==> src/rtl/qspi_mem_arbiter.sv <==
// qspi_mem_arbiter
//   Shares one QSPI bus controller between the CPU instruction-fetch port
//   and the CPU data port. Each request is decoded into the flash or PSRAM
//   region and checked for alignment and permission. One transaction at a
//   time goes to the controller through a start/done handshake. The read
//   data and a one-cycle ready pulse then go back to the requester that won.
//
// Ports
//   clk, rst_n                          clock, synchronous active-low reset
//   i_req/i_addr                        ifetch request (always a word read)
//   i_rdata/i_ready/i_err               ifetch response
//   d_req/d_we/d_addr/d_wdata/d_size    data request
//   d_rdata/d_ready/d_err               data response
//   m_start/m_sel/m_addr/m_we/m_wdata/m_size  command to the QSPI controller
//   m_done/m_rdata                      completion from the QSPI controller
//   owner                               current/last grantee (0=ifetch, 1=data)
module qspi_mem_arbiter #(
   parameter logic [31:0] FLASH_BASE_ADDR = 32'h0000_0000,
   parameter logic [31:0] FLASH_SIZE      = 32'h0100_0000,
   parameter logic [31:0] PSRAM_BASE_ADDR = 32'h0100_0000,
   parameter logic [31:0] PSRAM_SIZE      = 32'h0080_0000,
   parameter int unsigned STARVE_LIMIT    = 4
) (
   input  logic        clk,
   input  logic        rst_n,
   input  logic        i_req,
   input  logic [31:0] i_addr,
   output logic [31:0] i_rdata,
   output logic        i_ready,
   output logic        i_err,
   input  logic        d_req,
   input  logic        d_we,
   input  logic [31:0] d_addr,
   input  logic [31:0] d_wdata,
   input  logic [1:0]  d_size,
   output logic [31:0] d_rdata,
   output logic        d_ready,
   output logic        d_err,
   output logic        m_start,
   output logic        m_sel,
   output logic [23:0] m_addr,
   output logic        m_we,
   output logic [31:0] m_wdata,
   output logic [1:0]  m_size,
   input  logic        m_done,
   input  logic [31:0] m_rdata,
   output logic        owner
);

   typedef enum logic [2:0] {
      S_IDLE,
      S_ISSUE,
      S_WAIT,
      S_RESP,
      S_ERR
   } state_t;

   localparam logic [3:0] STARVE_MAX = 4'(STARVE_LIMIT);

   state_t      state;
   logic [3:0]  starve_cnt;

   logic        grant_i;
   logic [31:0] g_addr;
   logic [1:0]  g_size;
   logic        g_we;
   logic [31:0] g_wdata;
   logic [31:0] flash_off;
   logic [31:0] psram_off;
   logic        in_flash;
   logic        in_psram;
   logic        g_err;

   // Arbitration and decode of whichever request would win this cycle.
   // Region membership uses the unsigned offset alone. An address below the
   // base wraps to a huge offset and fails the size compare.
   always_comb begin
      grant_i = i_req && (!d_req || (starve_cnt == STARVE_MAX));
      if (grant_i) begin
         g_addr  = i_addr;
         g_size  = 2'd2;
         g_we    = 1'b0;
         g_wdata = '0;
      end else begin
         g_addr  = d_addr;
         g_size  = d_size;
         g_we    = d_we;
         g_wdata = d_wdata;
      end
      flash_off = g_addr - FLASH_BASE_ADDR;
      psram_off = g_addr - PSRAM_BASE_ADDR;
      in_flash  = flash_off < FLASH_SIZE;
      in_psram  = psram_off < PSRAM_SIZE;
      g_err = (!in_flash && !in_psram)
            || (g_size == 2'd3)
            || ((g_size == 2'd1) && g_addr[0])
            || ((g_size == 2'd2) && (g_addr[1:0] != 2'b00))
            || (g_we && in_flash);
   end

   always_ff @(posedge clk) begin
      if (!rst_n) begin
         state      <= S_IDLE;
         starve_cnt <= '0;
         owner      <= 1'b0;
         i_rdata    <= '0;
         i_ready    <= 1'b0;
         i_err      <= 1'b0;
         d_rdata    <= '0;
         d_ready    <= 1'b0;
         d_err      <= 1'b0;
         m_start    <= 1'b0;
         m_sel      <= 1'b0;
         m_addr     <= '0;
         m_we       <= 1'b0;
         m_wdata    <= '0;
         m_size     <= '0;
      end else begin
         case (state)
            S_IDLE: begin
               if (i_req || d_req) begin
                  owner <= ~grant_i;
                  if (grant_i)
                     starve_cnt <= '0;
                  else if (i_req)
                     starve_cnt <= starve_cnt + 4'd1;
                  if (g_err) begin
                     // The error response goes straight out. The controller is never started.
                     state <= S_ERR;
                     if (grant_i) begin
                        i_ready <= 1'b1;
                        i_err   <= 1'b1;
                     end else begin
                        d_ready <= 1'b1;
                        d_err   <= 1'b1;
                     end
                  end else begin
                     // The command registers double as the request latch.
                     // They hold until the next grant.
                     state   <= S_ISSUE;
                     m_start <= 1'b1;
                     m_sel   <= ~in_flash;
                     m_addr  <= in_flash ? flash_off[23:0] : psram_off[23:0];
                     m_we    <= g_we;
                     m_wdata <= g_wdata;
                     m_size  <= g_size;
                  end
               end
            end
            S_ISSUE: begin
               m_start <= 1'b0;
               state   <= S_WAIT;
            end
            S_WAIT: begin
               if (m_done) begin
                  state <= S_RESP;
                  if (owner) begin
                     d_ready <= 1'b1;
                     d_err   <= 1'b0;
                     if (!m_we)
                        d_rdata <= m_rdata;
                  end else begin
                     i_ready <= 1'b1;
                     i_err   <= 1'b0;
                     i_rdata <= m_rdata;
                  end
               end
            end
            S_RESP, S_ERR: begin
               i_ready <= 1'b0;
               i_err   <= 1'b0;
               d_ready <= 1'b0;
               d_err   <= 1'b0;
               state   <= S_IDLE;
            end
            default: state <= S_IDLE;
         endcase
      end
   end

endmodule
==> config.mk <==
export PLATFORM = sky130hd
export DESIGN_NAME = qspi_mem_arbiter
export DESIGN_NICKNAME = d
export VERILOG_FILES = /design/src/rtl/qspi_mem_arbiter.sv
export SDC_FILE = /design/constraint.sdc
export NUM_CORES = 1
export LEC_CHECK = 0
export CAP_MARGIN = 20
export CORE_ASPECT_RATIO = 2
export CORE_MARGIN = 5
export CORE_UTILIZATION = 37
export DETAILED_ROUTE_END_ITERATION = 10
export PLACE_DENSITY = 0.83
export SETUP_SLACK_MARGIN = 0.2
export SLEW_MARGIN = 0
export SYNTH_ARGS = -nofsm -noshare
export SYNTH_HDL_FRONTEND = slang
export SYNTH_SLANG_ARGS = --single-unit
export TNS_END_PERCENT = 10
==> constraint.sdc <==
create_clock -name clk -period 2.1 [get_ports clk]
set_clock_uncertainty 0.1 [all_clocks]
set_input_delay 0.315 -clock clk [delete_from_list [all_inputs] [get_ports clk]]
set_output_delay 0.315 -clock clk [all_outputs]
set_load 0.005 [all_outputs]
==> reports/metrics.cfg, run 1 <==
[detailed_routing]
wl_per_cell_um=16.9
first_pass_iters=6
drc_errors=0
vias_per_cell=5.06
wirelength_mm=19.8
vias=5941
ant_nets=0
drt_iter0_drc=177

[clocking]
htree_num_levels=4
cts_tree=yes
ctsRootBufferMaster=clkbuf_16
cts-buffers-inserted=17
clkSinkCount=137
postCtsHoldBufs=0
worstSkewPairLatency_ns=0.40
cts.path.max_buffers=2
cts.clk_slew.worst_paths_ns=0.06

[floorplanning]
fp.dieW_um=96.4
initial_utilization_pct=37.4
core_um2=14700
dieHeight_um=183
row_count=63
io_pins=266
die_area_um2=17600

[power]
swShare_pct=20.8
vdd_drop_max_mv=0.569
p_int_mw=5.25
power_mw=6.63
switchingPower_mw=1.38
clkPwrFrac_pct=51.5
p_per_area_nw_per_um2=692
pwr-share-comb_pct=8.8
p_seq_share_pct=39.7
p_leak_nw=3.36

[synth]
synth_top_area_share_pct=49.7
synth_cells=682
synth_xor_area_share_pct=0.476
synth_edf_count=0
synth_cell_types=42
ys_seq_elements=137
synth-simple-area-share_pct=25.6
synth_mux_area_share_pct=0.544
ys_warn_count=0
synthArstFlopShare_pct=0
synth_top_family_by_area=simple AND/OR/NAND/NOR gates
seq_area_frac_synth_pct=49.7
synth_area_um2=5520
syn_nets=820
synth_top_area_cell=dfxtp_1
synth_adder_area_share_pct=0.454
synth-compound-area-share_pct=18.0
synth_ff_type=dfxtp_1
synth.area.top_cells=dfxtp_1 50%, nand2_1 13%, a21oi_1 6.6%, nand3_1 6.6%, a311oi_2 5.4%
syn_area_per_cell_um2=8.09

[worst_setup_path]
cp-end-kind=flip-flop
cp-start-kind=flip-flop
cp_slowest_cell=or4_4
crit_chain=inv_2, ha_4, and4b_2, or2_4, or4_4, nand2_4, a221o_2, mux2i_1
arrival_ns=2.43
path_class=reg -> reg
crit_family=simple AND/OR/NAND/NOR gates
max_stage_delay_ns=0.54
r2r_setup_slack_ns=-0.1
crit_fanout=4
critPathBufInv=1
cp_data_required_time_ns=2.34

[status]
status=finished, violations left
violations=setup timing

[place]
dp.final_hpwl_mm=14.1
port_buffers=265
gp_congestion=0.846
dp_cells=1130
dp_slack_ns=-0.386

[layout]
nets=1103
syn_to_final_growth_pct=73.5
stdcell_count=1174
drive_gt1_share_pct=14.0
nFillCells=1218
layout_commonest_cell=clkdlybuf4s50_1
final_cell_mix=264 x clkdlybuf4s50_1, 187 x nand2_1, 134 x dfxtp_1

[sta]
min_period_ns=2.20
period_share_pct=105
worst_slew_pin_slew_ns=0.561
fmax_ghz=0.455
setup_tns_ns=-0.372
timing.slew.headroom_pct=62.6
slew_violations=0
layout_setup_ws_ns=-0.0974
rsz0062_at_grt=yes
finalHoldViolCount=0
setup_violations=11

[global_routing]
overflow=0
grt_use_total_pct=21.4
grt_pass1_vias=5736
antenna_found_initial=1
grt_max_degree=53
grt_pass1_wl_mm=29.1

[hold_path]
hp-class=in -> reg

[job]
cap_violations=0

-- power by group through the flow --
stage          registers, mW  logic, mW  clock network, mW
2_1_floorplan           2.69      0.183                  0
3_5_place_dp            2.69      0.562                  0
4_1_cts                 2.63      0.569               3.48
3_3_place_gp            2.69      0.557                  0
6_report                2.63      0.584               3.42
5_1_grt                 2.63      0.622               3.59
-- worst register-to-register path: stages, from the launching register on --
cell,delay (ns)
dfxtp_2,0.34
inv_2,0.05
ha_4,0.15
and4b_2,0.27
or2_4,0.25
or4_4,0.54
nand2_4,0.09
a221o_2,0.17
mux2i_1,0.18
-- metal layers --
metal | global-route usage (%) | routed length [µm] | vias up
li1 | - | - | 2901
met1 | 20.6 | 6610 | 2781
met2 | 39.6 | 10900 | 202
met3 | 4.95 | 1270 | 57
met4 | 12.8 | 1020 | 0
met5 | 0 | 0 | -
-- cells by family after synthesis --
| kind of cell | after synthesis |
|---|---|
| compound gates | 148 |
| mux | 3 |
| flops | 137 |
| xor+xnor | 3 |
| buf+inv | 62 |
| simple gates | 327 |
| fa+ha+maj | 2 |
-- layout make-up --
class	count	area, µm²	area share [%]
tap	195	244	2.55
timing repair buffer	319	3270	34.1
antenna	1	2.50	0.0261
clock buffer	21	460	4.81
sequential	137	2750	28.7
inverter	6	23.8	0.248
multi-input combinational	484	2620	27.3
clock inverter	11	216	2.26
-- state kept, by name (all words and copies together), names as in the netlist --
register / count
d_err: 1
d_rdata: 32
d_ready: 1
i_err: 1
i_rdata: 32
i_ready: 1
m_addr: 24
m_sel: 1
m_size: 2
m_start: 1
m_wdata: 32
m_we: 1
owner: 1
starve_cnt: 4
state: 3
-- cell usage after synthesis (5+ instances only) --
master and count:
o21ai_0 40, nand3_1 73, nand2_1 187, dfxtp_1 137, nor2_1 36, a311oi_2 20, inv_1 5, buf_2 18
a21oi_1 73, clkbuf_1 32, nor3_1 10
-- what timing repair did --
action | CTS | global route
pin swaps | 1 | 19
cloned | 1 | 7
setup endpoints to repair | 67 | 74
buffers inserted | 0 | 3
resized for setup | 3 | 31
-- worst paths after layout --
check / start / to / cells past startpoint
setup reg to reg: starve_cnt[0] / d_err / 8
setup / recovery: starve_cnt[0] / d_err / 8
hold / removal: rst_n / state[0] / 3
hold reg to reg: d_rdata[7] / d_rdata[7] / 2
-- metrics by stage --
| stage | area, µm² | hold WS, ns | util [%] |
|---|---|---|---|
| detailed placement | 8610 | 0.344 | 58.4 |
| finish | 9580 | 0.222 | 65.0 |
| global route | 9580 | 0.217 | 65.0 |
| global placement | 8610 | 0.341 | 58.4 |
| CTS | 9330 | 0.199 | 63.3 |
| floorplan | 5540 | 0.342 | - |
Note: power is estimated with default switching activity, not from simulation.
==> run 2, diff against run 1 <==
Settings changed: CORE_UTILIZATION 37 to 44, PLACE_DENSITY 0.83 to 0.92.
Clock period 2.1 ns to 2.8 ns, I/O delays scaled along.
==> run 2 against run 1 <==
Compared with the run above: the run now ends clean; clock power decreased by 38%; total power decreased by 32%; core utilization increased by 6.0 points; clock-buffer cell count decreased by 3; worst hold slack improved by 0.13 ns; die area decreased by 15%.
==> reports/metrics.cfg, run 2 (same netlist as run 1, synthesis figures left out) <==
[clocking]
postCtsSetupBuffers=0
cts.repair.resized=0
cts-buffers-inserted=17
cts.path.max_buffers=2
htree_num_levels=4
worstSkewPairLatency_ns=0.40
ctsRootBufferMaster=clkbuf_16
postCtsHoldBufs=0
cts.clk_slew.worst_paths_ns=0.06
cts_tree=yes
clkSinkCount=137

[worst_setup_path]
cp-end-kind=flip-flop
cp_slowest_cell=or4_4
arrival_ns=2.65
cp_data_required_time_ns=3.00
max_stage_delay_ns=0.56
path_class=reg -> reg
cp-start-kind=flip-flop
crit_fanout=4
critPathBufInv=1
crit_family=simple AND/OR/NAND/NOR gates
crit_chain=inv_1, ha_1, and4b_1, or2_1, or4_4, nand2_2, a21oi_1, o21ba_2

[floorplanning]
die_area_um2=15000
io_pins=266
initial_utilization_pct=44.2
core_um2=12500
dieHeight_um=168
row_count=58
fp.dieW_um=89.2

[power]
p_per_area_nw_per_um2=506
vdd_drop_max_mv=0.452
p_leak_nw=3.03

[sta]
worst_slew_pin_slew_ns=0.718
period_share_pct=87.5
setup_violations=0
slew_violations=0
min_period_ns=2.45
timing.slew.headroom_pct=52.2
setup_tns_ns=0
finalHoldViolCount=0
rsz0062_at_grt=no
fmax_ghz=0.408

[global_routing]
grt_pass1_vias=5650
overflow=0
met3_usage_pct=6.37
busiest_layer=met2
grt_use_met1_pct=24.6
grt_pass1_wl_mm=28.5
grt_max_degree=79
grt_use_total_pct=24.6
use_met2_pct=44.6
antenna_found_initial=0

[layout]
layout_commonest_cell=clkdlybuf4s50_1
nFillCells=914
nets=1067
post-route-util_pct=71.0
stdcell_count=1091
antennaDiodeCount=0
largestRegisters=d_rdata (32), i_rdata (32), m_wdata (32)
final_cell_mix=264 x clkdlybuf4s50_1, 187 x nand2_1, 137 x dfxtp_1
drive_gt1_share_pct=8.82
syn_to_final_growth_pct=60.6

[hold_path]
hp-class=reg -> reg

[detailed_routing]
drc_errors=0
wl_per_cell_um=17.1
vias_per_cell=5.29
drt_iter0_drc=244
vias=5774
wirelength_mm=18.7
first_pass_iters=4
ant_nets=0

[place]
dp_cells=1060
port_buffers=265
gp_congestion=0.854
dp.final_hpwl_mm=13.6

[status]
status=complete, no violations

[job]
cap_violations=0

==> run 2: cell count changes in the layout (fill, tap and decap cells not counted), moves of 3 or more <==
cell / delta
buf_6: -3
clkinvlp_4: +3
dfxtp_1: +3
o21ai_1: -11
bufinv_16: -5
buf_4: -21
clkbuf_16: -5
dfxtp_2: -3
nor2_1: +6
nor2_2: -6
buf_12: -4
o21ai_0: +12
==> run 2: metal layers <==
layer	part of all wire [%]	up-vias	wire [µm]
li1	-	2823	-
met5	0	-	0
met4	4.6	0	862
met3	6.8	58	1280
met1	34	2634	6350
met2	55	259	10200
==> run 2: worst register-to-register path, stage by stage, from the launching register on <==
cell     delay (ns)
dfxtp_1        0.36
inv_1          0.08
ha_1           0.21
and4b_1        0.24
or2_1          0.30
or4_4          0.57
nand2_2        0.13
a21oi_1        0.13
o21ba_2        0.23
==> run 2: where the power goes <==
group	switching [mW]	internal, mW	leakage (nW)
combinational	0.168	0.230	1.66
clock	0.861	1.25	0.269
sequential	0.0125	1.96	1.10
total	1.04	3.44	3.03
==> run 2: stage by stage <==
| stage | power (mW) | instance area [µm²] | setup WS, ns | hold slack (ns) |
|---|---|---|---|---|
| after floorplan | 2.15 | 5520 | 0.641 | 0.342 |
| after global placement | 2.41 | 8300 | 0.126 | 0.341 |
| after detailed placement | 2.41 | 8300 | 0.103 | 0.346 |
| after CTS | 4.53 | 8860 | 0.364 | 0.354 |
| after global routing | 4.64 | 8860 | 0.256 | 0.373 |
| final | 4.48 | 8860 | 0.349 | 0.350 |
==> run 2: final timing paths <==
kind / start / slack (ns) / cells past startpoint / endpoint
setup / recovery: starve_cnt[0] / 0.35 / 8 / i_ready
hold / removal: i_rdata[20] / 0.35 / 2 / i_rdata[20]
setup reg to reg: starve_cnt[0] / 0.35 / 8 / i_ready
hold reg to reg: i_rdata[20] / 0.35 / 2 / i_rdata[20]
==> run 2: final cells by class <==
| class | count | area, µm² | share of cell area (%) |
|---|---|---|---|
| sequential | 137 | 2740 | 31.0 |
| inverter | 6 | 23.8 | 0.268 |
| multi-input combinational | 483 | 2520 | 28.4 |
| clock buffer | 18 | 439 | 4.96 |
| tap | 150 | 188 | 2.12 |
| clock inverter | 13 | 120 | 1.36 |
| timing repair buffer | 284 | 2830 | 31.9 |
==> edit 1, RTL diff (settings of run 2) <==
Reset style: asynchronous (`rst_n`), changed in one clocked block. Comments in the files are not updated.
--- a/src/rtl/qspi_mem_arbiter.sv
+++ b/src/rtl/qspi_mem_arbiter.sv
@@ -99,5 +99,5 @@
    end
 
-   always_ff @(posedge clk) begin
+   always_ff @(posedge clk or negedge rst_n) begin
       if (!rst_n) begin
          state      <= S_IDLE;
Behaviour: differs if rst_n is asserted again (counterexample within 4 cycles, from zero or initial values and one cycle with rst_n low); with rst_n held inactive, the same outputs for 4 cycles.
==> edit 1 against run 2 <==
- final cell count shrank 12%
- sequential cell count is the same
- via count shrank 15%
- area after synthesis grew 8.4%
- combinational power grew 59%
- total power grew 13%
- routed wire length shrank 6.1%
- count of clock-buffer cells in the layout shrank 1
- core utilization grew 0.24 points
- sequential power grew 7%
- final area grew 8.0%
- worst setup slack lost 0.012 ns
- fmax shrank 0.49%
==> edit 1: results (changes against run 2) <==
- CP arrival: 2.64 ns (about the same)
- Initial DRC count: 149 (-39%)
- Final HPWL DP: 13500 µm (-0.62%)
- Netlist cell types: 39 (-7.1%)
- Post-synth ARST share: 100% (+100 points)
- Leak pwr: 0.00457 µW (+51%)
- Leading area contributor after synthesis: dfrtp_1
- Initial antenna violation count: 1 (+1)
- Reg-to-Reg Start: starve_cnt[0]
- GPL Wtd Cong: 0.810 (-5.2%)
- Post-synth top flop: dfrtp_1
- Worst Min Path Start: m_addr[15]
- Wirelength per Cell: 18.2 µm (+6.5%)
- First-pass GRT wire length: 27500 µm (-3.5%)
- Worst hold endpoint: m_addr[15]
- Pin count of the biggest net entering global routing: 62 (-22%)
- Layout cells sized above 1: 15.0% (+6.2 points)
- Layout Nets: 931 (-13%)
- FF-to-FF End: m_addr[8]
- Status: finished, final reports clean
- Largest cells by area after synthesis: dfrtp_1 57%, mux2_2 12%, nand2_1 7.2%, mux2i_1 6.2%, mux2_1 5.5%
- Synth Area in XOR/XNOR: 0.146% (-0.33 points)
- Post-synthesis adder-cell area fraction: 0.418% (-0.035 points)
- Fillcell total: 911 (-0.33%)
- Hold Path Depth: 1 (-1)
- Worst slew margin: 58.4% (+6.2 points)
- List of most frequent post-synthesis cells: 137 x dfrtp_1, 114 x nand2_1, 64 x mux2_2, 42 x inv_1, 37 x mux2i_1
- VDD IR max: 0.000387 V (-14%)
[edit 1: changes by cell type after synthesis, sizes merged, moves of 67 or more]
cell,change
nand3,-71
mux2,+93
dfxtp,-137
dfrtp,+137
a21oi,-67
nand2,-74
[edit 1: report_power, final]
part	total (µW)	switching [µW]	internal [µW]
combinational	632	256	376
clock	2300	947	1360
sequential	2120	59.0	2060
total	5050	1260	3790
[edit 1: cell families (layout without fill, tap and decap cells)]
| logic type | count (synthesis) | count (layout) |
|---|---|---|
| xor+xnor | 1 | 1 |
| buf+inv | 67 | 360 |
| simple gates | 146 | 146 |
| flops | 137 | 137 |
| fa+ha+maj | 2 | 2 |
| mux | 130 | 130 |
| other cells | 0 | 1 |
| compound gates | 30 | 30 |
[edit 1: worst max path at each step]
| stage | from | to | slack [ns] | depth (start not counted) |
|---|---|---|---|---|
| CTS | starve_cnt[0] | m_addr[8] | 0.34 | 8 |
| global placement | d_addr[31] | m_addr[12] | 0.03 | 7 |
| finish | starve_cnt[0] | m_addr[8] | 0.34 | 8 |
| floorplan | starve_cnt[0] | m_addr[10] | 0.49 | 8 |
| detailed placement | d_addr[31] | m_wdata[9] | -0.09 | 8 |
| global route | d_addr[31] | m_wdata[19] | 0.20 | 8 |
[edit 1: final cells by class]
cell class / count / area share (%)
well taps: 155 / 2.03
flip-flops and latches: 137 / 35.8
diodes: 1 / 0.0261
inverters: 42 / 1.65
repair buffers: 286 / 30.2
clock buffers: 17 / 4.44
clock inverters: 15 / 1.92
multi-input cells: 309 / 23.9
[edit 1: through the flow]
step	worst slack (ns)	hold slack (ns)	TNS, ns	instance area, µm²
5_1_grt	0.197	0.392	0	9570
2_1_floorplan	0.491	0.0244	0	5980
3_3_place_gp	0.0279	0.247	0	8950
6_report	0.337	0.384	0	9570
3_5_place_dp	-0.0868	0.249	-3.00	8950
4_1_cts	0.344	0.380	0	9570
[edit 1: repair_timing]
action | CTS | global route
gates resized for setup | 0 | 1
setup endpoints to repair | 0 | 3
endpoints found under the hold margin | 36 | 0
hold buffers | 1 | 0
[edit 1: critical path, stage by stage (launching register included)]
cell	delay, ns
dfrtp_1	0.38
inv_1	0.07
ha_1	0.21
nand3b_1	0.17
a21oi_2	0.10
or4_1	0.56
a21oi_4	0.18
buf_12	0.22
mux2_1	0.35
[edit 1: routing by layer]
layer / GRT usage, % / part of all wire [%]
met1: 21.4 / 34
met5: 0 / 0
met4: 9.18 / 3.4
met2: 41.2 / 55
met3: 7.37 / 8.0
==> edit 2, RTL diff (flow settings as in run 2) <==
Made on the original files. Change the parameter `FLASH_SIZE` from 32'h0100_0000 to 32'h00800000.
--- a/src/rtl/qspi_mem_arbiter.sv
+++ b/src/rtl/qspi_mem_arbiter.sv
@@ -17,5 +17,5 @@
 module qspi_mem_arbiter #(
    parameter logic [31:0] FLASH_BASE_ADDR = 32'h0000_0000,
-   parameter logic [31:0] FLASH_SIZE      = 32'h0100_0000,
+   parameter logic [31:0] FLASH_SIZE      = 32'h00800000,
    parameter logic [31:0] PSRAM_BASE_ADDR = 32'h0100_0000,
    parameter logic [31:0] PSRAM_SIZE      = 32'h0080_0000,
Formal check against the unedited RTL: not equivalent (Yosys sat finds a counterexample within 4 cycles, from zero or initial values and one cycle with rst_n low).
==> edit 2 against run 2 <==
- clock power rose by 9%
- sequential cell count unchanged
- critical endpoint is now m_wdata[14]
- worst setup slack improved by 0.12 ns
- final cell count fell by 1.0%
- die area grew 4.6%
- largest cell class unchanged
- area after synthesis is 5.0% higher
- highest routed layer unchanged
- worst hold slack better by 0.0068 ns
- routed wire length shrank 0.26%
- final area rose by 3.2%
- via count down 1.5%
- total power is 4.4% higher
- global-route usage down 1.9 points
- combinational power rose by 4%
==> edit 2: results (changes against run 2) <==
- FF-to-FF End: i_err
- Top routing layer in use: met4
- Inserted Clock Buffers: 17 (unchanged)
- Final std cells w/o fill: 1080 (-1.0%)
- CP Max Fanout: 36 (+32)
- Wirelength per Cell: 17.3 µm (+0.76%)
- Cells after DPL: 1048 (-1.1%)
- 1st-pass router iterations: 6 (+2)
- GPL Wtd Cong: 0.864 (+1.2%)
- Layout cells sized above 1: 8.63% (-0.19 points)
- DRT met1 WL: 6140 µm (-3.3%)
- Flop2flop setup slack: 0.59 ns (+0.24 ns)
- Total track usage: 22.7% (-1.9 points)
- Largest cells by area after synthesis: dfxtp_1 47%, nand2_1 13%, a21boi_0 8.4%, mux2i_1 6.0%, mux2_2 4.5%
- Worst Min Path Start: m_addr[4]
- Vias in the first global route: 5676 (+0.46%)
- Mapped Nets: 806 (-1.7%)
- Worst slew margin: 63.4% (+11 points)
- Synth top area share: 47.3% (-2.4 points)
- CP arrival: 2.56 ns (-0.09 ns)
- H-tree levels: 4 (unchanged)
- Pin count of the biggest net entering global routing: 97 (+23%)
- Net Sw Power: 1040 µW (-0.63%)
- Routed vias: 5688 (-1.5%)
- Leak pwr: 0.00318 µW (+4.8%)
- First-pass GRT wire length: 28400 µm (-0.39%)
- Status: finished, final reports clean
- Initial DRC count: 240 (-1.6%)
- Worst hold endpoint: m_addr[4]
- Netlist cell types: 48 (+14%)
- Sequential area share after synthesis: 47.3% (-2.4 points)
- Metal3 WL: 1180 µm (-7.5%)
- Initial antenna violation count: 1 (+1)
- List of most frequent post-synthesis cells: 197 x nand2_1, 137 x dfxtp_1, 65 x a21boi_0, 43 x clkbuf_1, 37 x nand3_1
- VDD IR max: 0.000409 V (-9.5%)
- Met2 wire length: 10400 µm (+1.6%)
## edit 2: worst max path at each step
stage | start | to | slack, ns | cells past startpoint
floorplan | d_addr[27] | m_wdata[20] | 0.63 | 8
global placement | d_addr[27] | m_wdata[23] | 0.15 | 7
detailed placement | d_addr[27] | m_wdata[11] | 0.06 | 7
CTS | d_addr[27] | m_wdata[28] | 0.49 | 7
global route | d_addr[27] | m_wdata[14] | 0.34 | 7
finish | d_addr[27] | m_wdata[14] | 0.47 | 7
## edit 2: per-layer routing
layer	vias up	GRT usage, %
li1	2775	-
met1	2617	21.0
met2	238	43.5
met3	58	5.49
met4	0	14.2
met5	-	0
## edit 2: area by class of cell
| cell class | instances | area, µm² |
|---|---|---|
| diodes | 1 | 2.50 |
| clock buffers | 18 | 439 |
| clock inverters | 13 | 166 |
| fillers | 952 | 3850 |
| inverters | 4 | 15.0 |
| multi-input cells | 472 | 2780 |
| flip-flops and latches | 137 | 2740 |
| well taps | 152 | 190 |
| repair buffers | 283 | 2810 |
## edit 2: cell families (layout without fill, tap and decap cells)
logic type | after synthesis | count (layout) | share of synthesized area (%)
buffers and inverters | 59 | 318 | 4.84
AO/OA/AOI/OAI | 114 | 114 | 13.5
adder cells (fa/ha/maj) | 2 | 2 | 0.432
AND/OR/NAND/NOR | 294 | 294 | 22.6
multiplexers | 59 | 59 | 10.8
flip-flops | 137 | 137 | 47.3
XOR/XNOR | 3 | 3 | 0.454
other | 0 | 1 | 0
## edit 2: power groups by stage
stage	clock [µW]	sequential [µW]	combinational (µW)
2_1_floorplan	0	2010	151
3_3_place_gp	0	2010	404
3_5_place_dp	0	2010	409
4_1_cts	2330	1970	413
5_1_grt	2430	1970	440
6_report	2300	1970	413
## edit 2: metrics by stage
stage	total power (µW)	hold WS [ns]	area (µm²)	setup WS, ns	utilization [%]
floorplan	2160	0.345	5790	0.634	-
global placement	2420	0.336	8540	0.147	65.7
detailed placement	2420	0.346	8540	0.0649	65.7
CTS	4720	0.359	9140	0.486	70.4
global route	4840	0.375	9150	0.344	70.4
finish	4680	0.357	9150	0.468	70.4
## edit 2: worst max-delay path, cell delays in order
cell and delay (ns):
clkdlybuf4s50_1 0.42, or4_1 0.55, a211oi_1 0.26, mux2_4 0.20, and2_2 0.18, buf_12 0.24
mux2i_1 0.25
